--- src/rtl/riscv_pkg.sv ---
// Shared RISC-V core constants: default datapath width, instruction width
// and reset vector, plus the drop-counter width used by the fetch unit.
package riscv_pkg;

    localparam int          XLEN_DEF         = 32;
    localparam int          ILEN             = 32;
    localparam logic [31:0] RESET_VECTOR_DEF = 32'h0000_0000;

    // Responses still owed by IMEM for flushed fetch streams
    localparam int          DROP_W           = 16;

endpackage

--- src/rtl/fetch_queue.sv ---
// Fetch queue: ring buffer of {pc, data, filled} with head/fill/tail pointers.
// Ports: push (issue, push_pc), fill_en/fill_data (IMEM response),
//        pop (decode), flush (redirect), count/pending, out_* (head entry).
module fetch_queue
    import riscv_pkg::*;
#(
    parameter int XLEN  = XLEN_DEF,
    parameter int DEPTH = 4,
    localparam int AW   = $clog2(DEPTH),
    localparam int PW   = AW + 1
) (
    input  logic            clk,
    input  logic            reset,
    input  logic            flush,
    input  logic            push,
    input  logic [XLEN-1:0] push_pc,
    input  logic            fill_en,
    input  logic [ILEN-1:0] fill_data,
    input  logic            pop,
    output logic [PW-1:0]   count,
    output logic [PW-1:0]   pending,
    output logic            out_valid,
    output logic [ILEN-1:0] out_data,
    output logic [XLEN-1:0] out_pc
);

    logic [XLEN-1:0]  pc_mem   [DEPTH];
    logic [ILEN-1:0]  data_mem [DEPTH];
    logic [DEPTH-1:0] filled;
    logic [PW-1:0]    head;
    logic [PW-1:0]    fill;
    logic [PW-1:0]    tail;

    // Pointers carry an extra wrap bit so full and empty differ
    always_ff @(posedge clk) begin
        if (reset || flush) begin
            head   <= '0;
            fill   <= '0;
            tail   <= '0;
            filled <= '0;
        end else begin
            if (push) begin
                filled[tail[AW-1:0]] <= 1'b0;
                tail                 <= tail + 1'b1;
            end
            if (fill_en) begin
                filled[fill[AW-1:0]] <= 1'b1;
                fill                 <= fill + 1'b1;
            end
            if (pop) begin
                head <= head + 1'b1;
            end
        end
    end

    always_ff @(posedge clk) begin
        if (push) begin
            pc_mem[tail[AW-1:0]] <= push_pc;
        end
        if (fill_en) begin
            data_mem[fill[AW-1:0]] <= fill_data;
        end
    end

    assign count     = tail - head;
    assign pending   = tail - fill;
    assign out_valid = (head != fill) && filled[head[AW-1:0]];
    assign out_data  = data_mem[head[AW-1:0]];
    assign out_pc    = pc_mem[head[AW-1:0]];

endmodule

--- src/rtl/fetch_unit.sv ---
// Instruction fetch: PC generation, IMEM request/response, redirect flush.
// Ports: redirect_*, imem_req_*, imem_rsp_*, inst_* (to decode), misalign_exc.
module fetch_unit
    import riscv_pkg::*;
#(
    parameter int              XLEN         = XLEN_DEF,
    parameter logic [XLEN-1:0] RESET_VECTOR = XLEN'(RESET_VECTOR_DEF),
    parameter int              FQ_DEPTH     = 4
) (
    input  logic            clk,
    input  logic            reset,
    input  logic            redirect_valid,
    input  logic [XLEN-1:0] redirect_pc,
    output logic            imem_req_valid,
    input  logic            imem_req_ready,
    output logic [XLEN-1:0] imem_req_addr,
    input  logic            imem_rsp_valid,
    input  logic [ILEN-1:0] imem_rsp_data,
    output logic            inst_valid,
    input  logic            inst_ready,
    output logic [ILEN-1:0] inst_data,
    output logic [XLEN-1:0] inst_pc,
    output logic            misalign_exc
);

    localparam int PW = $clog2(FQ_DEPTH) + 1;

    logic [XLEN-1:0]   pc;
    logic [DROP_W-1:0] drop_cnt;
    logic              halted;
    logic [PW-1:0]     count;
    logic [PW-1:0]     pending;
    logic              q_valid;
    logic              issue;
    logic              accept;
    logic              pop;

    assign imem_req_addr  = pc;
    assign imem_req_valid = !reset && !halted && !redirect_valid
                          && (count < PW'(FQ_DEPTH));
    assign issue          = imem_req_valid && imem_req_ready;

    // A response in the redirect cycle belongs to the old stream
    assign accept     = imem_rsp_valid && (drop_cnt == '0)
                      && !redirect_valid;
    assign inst_valid = q_valid && !reset;
    assign pop        = inst_valid && inst_ready;

    always_ff @(posedge clk) begin
        if (reset) begin
            pc       <= RESET_VECTOR;
            drop_cnt <= '0;
            halted   <= 1'b0;
        end else if (redirect_valid) begin
            pc       <= redirect_pc;
            halted   <= |redirect_pc[1:0];
            // Unreturned requests become drops; one arriving now is gone
            drop_cnt <= drop_cnt + DROP_W'(pending)
                      - DROP_W'(imem_rsp_valid);
        end else begin
            if (issue) begin
                pc <= pc + XLEN'(4);
            end
            if (imem_rsp_valid && (drop_cnt != '0)) begin
                drop_cnt <= drop_cnt - 1'b1;
            end
        end
    end

    assign misalign_exc = halted;

    fetch_queue #(
        .XLEN  (XLEN),
        .DEPTH (FQ_DEPTH)
    ) u_queue (
        .clk       (clk),
        .reset     (reset),
        .flush     (redirect_valid),
        .push      (issue),
        .push_pc   (pc),
        .fill_en   (accept),
        .fill_data (imem_rsp_data),
        .pop       (pop),
        .count     (count),
        .pending   (pending),
        .out_valid (q_valid),
        .out_data  (inst_data),
        .out_pc    (inst_pc)
    );

endmodule
--- config.mk ---
export PLATFORM = sky130hd
export DESIGN_NAME = fetch_unit
export DESIGN_NICKNAME = d
export VERILOG_FILES = /design/src/rtl/riscv_pkg.sv /design/src/rtl/fetch_queue.sv /design/src/rtl/fetch_unit.sv
export SDC_FILE = /design/constraint.sdc
export NUM_CORES = 1
export LEC_CHECK = 0
export ABC_CLOCK_PERIOD_IN_PS = 4100
export BUFFER_PORTS_ARGS = -buffer_cell sky130_fd_sc_hd__buf_2
export CAP_MARGIN = 10
export CORE_UTILIZATION = 55
export DETAILED_ROUTE_END_ITERATION = 6
export PLACE_DENSITY = 0.76
export SYNTH_ARGS = -nofsm -noshare
export SYNTH_HDL_FRONTEND = slang
export SYNTH_HIERARCHICAL = 1
export SYNTH_SLANG_ARGS = --single-unit
--- constraint.sdc ---
create_clock -name clk -period 4.1 [get_ports clk]
set_input_delay 0.41 -clock clk [delete_from_list [all_inputs] [get_ports clk]]
set_output_delay 0.41 -clock clk [all_outputs]
set_load 0.02 [all_outputs]
==> metrics.cfg <==
[outcome]
status=completed

[timing]
finalCritPeriodShare_pct=94.5
rsz0062_at_grt=no
period_needed_ns=3.87
fmax_ghz=0.258
fin_setup_tns_ns=0
finClkSkew_ns=0.0183
final-setup-viol-count=0
relSlewSlack_pct=47.8
drv_slew=0
max_slew.worst_pin.slew_ns=0.783
hold_violations=0

[global_route]
grt_pass1_wl_um=48100
grt_usage_pct=24.1
globalRouteOverflowTotal=0
grt_pass1_vias=8571
antenna_found_initial=1
grt_start_max_net_pins=68

[route]
routed_wl_um=30500
num_vias=8452
ant_nets=0
drc=0
post_drt_wl_per_cell_um=21.1
drtIter0Drc=779
first_pass_iters=7
vias_per_cell=5.84

[die]
num_rows=57
ios=169
initial_core_util_pct=56.6
fp.dieH_um=161
core_sq_um=24600
die_w_um=161
dieArea_sq_um=26000

[clock_tree]
clockRootBuffer=clkbuf_16
cts_num_sinks=320
path_clk_slew_ns=0.06
cts_tree=yes
cts_buffers=34
cts_buffer_depth=3
htree_levels=2
clock_latency_ns=0.51

[worst_setup_path]
crit_path_start_kind=flip-flop
required_ns=4.49
critical-path-max-stage-delay_ns=0.47
crit_path_end_kind=flip-flop
cp.arrival_ns=4.26
cp_cell_sequence=inv_1, ha_1, fa_1, xnor2_1, xnor2_1, inv_1, ha_1, inv_1, ha_1, a21oi_1, or3b_2, a311o_1, a2111o_1, a211oi_1, nor3b_1
crit_fanout=4
crit_type=flip-flop to flip-flop
critPathBufInv=3
path_delay_family=adder cells
cp_slowest_cell=or3b_2

[synthesis]
synthesis.area_sq_um=13900
syn_avg_cell_area_sq_um=15.3
netlist_instances=910
ys_warn_count=6
synth_nets=1029

[place]
portBuffers=168
place_area_sq_um=15100
gp_congestion=0.873
hpwl_um=19800

[final_layout]
syn_to_final_growth_pct=16.4
nets=1217
fillers=1731
drive_gt1_share_pct=29.2
fin_area_sq_um=16200

[power]
ir_worst_vdd_v=0.000559
leakage_nw=5.82
p_per_area_nw_per_um2=510

[hold_path]
hold_class=primary input to flip-flop

[flow_run]
drv_cap=0

## worst paths after layout
check                                  startpoint                      end  slack, ns  cells past startpoint
worst max-delay path              u_queue/tail[0]             drop_cnt[12]       0.23                     15
worst min-delay path            imem_rsp_data[31]  u_queue/data_mem[1][31]       0.11                      1
worst max register to register    u_queue/tail[0]             drop_cnt[12]       0.23                     15
worst min register to register       misalign_exc             misalign_exc       0.53                      2
## cell usage in the layout, fill, tap and decap left out, drive strengths merged, types with 9 or more instances in the layout
master and count:
nand4 10, nor3 11, a211oi 16, nand2 47, a21oi 43, inv 49
clkbuf 44, nor2 57, ha 46, xnor2 33, mux4 65, and2 14
buf 190, edfxtp 256, clkinv 9, o21ai 16, nand3 23, dfxtp 64
and3 10
## metal layers
layer | global-route usage [%] | share of wire [%] | vias to the layer above
met3 | 3.83 | 6.5 | 62
li1 | - | - | 3888
met4 | 9.65 | 3.6 | 0
met1 | 32.1 | 41 | 4190
met2 | 40.0 | 49 | 312
met5 | 0 | 0 | -
## repair_timing
| item | in CTS | in global routing |
|---|---|---|
| buffers inserted | 0 | 0 |
| hold endpoints to repair | 0 | 0 |
| resized for setup | 0 | 1 |
| setup endpoints to repair | 0 | 2 |
| hold buffers | 0 | 0 |
## metrics by stage
step                std cells  power, mW  hold slack [ns]  setup slack [ns]  utilization [%]
finish                   1448       8.28            0.110             0.226             65.9
detailed placement       1386       5.26            0.514             0.205             61.3
CTS                      1447       8.32           0.0939             0.184             65.9
global route             1448       8.64            0.100            0.0298             65.9
global placement         1386       5.23            0.503             0.311             61.3
floorplan                 910       4.88            0.509            0.0637                -
## cell type report
class / instances / area [sq um] / area share [%]
Inverter: 45 / 169 / 1.04
Sequential cell: 320 / 8970 / 55.3
Timing Repair Buffer: 190 / 1010 / 6.20
Tap cell: 324 / 405 / 2.50
Clock buffer: 44 / 930 / 5.73
Antenna cell: 1 / 2.50 / 0.0154
Clock inverter: 17 / 191 / 1.18
Multi-Input combinational cell: 507 / 4540 / 28.0
## report_power, final
part	total [mW]	internal [mW]	switching (mW)
Sequential	3.70	3.60	0.103
Combinational	1.52	0.642	0.879
Clock	3.05	1.81	1.24
## flip-flops by register name, summed over array words and instances, names as in the netlist, named ones only
name,flops
u_queue/fill,3
u_queue/pc_mem,128
misalign_exc,1
u_queue/tail,3
imem_req_addr,32
u_queue/head,3
u_queue/filled,4
drop_cnt,16
u_queue/data_mem,128
No activity file was read; power rests on OpenSTA's default activity.
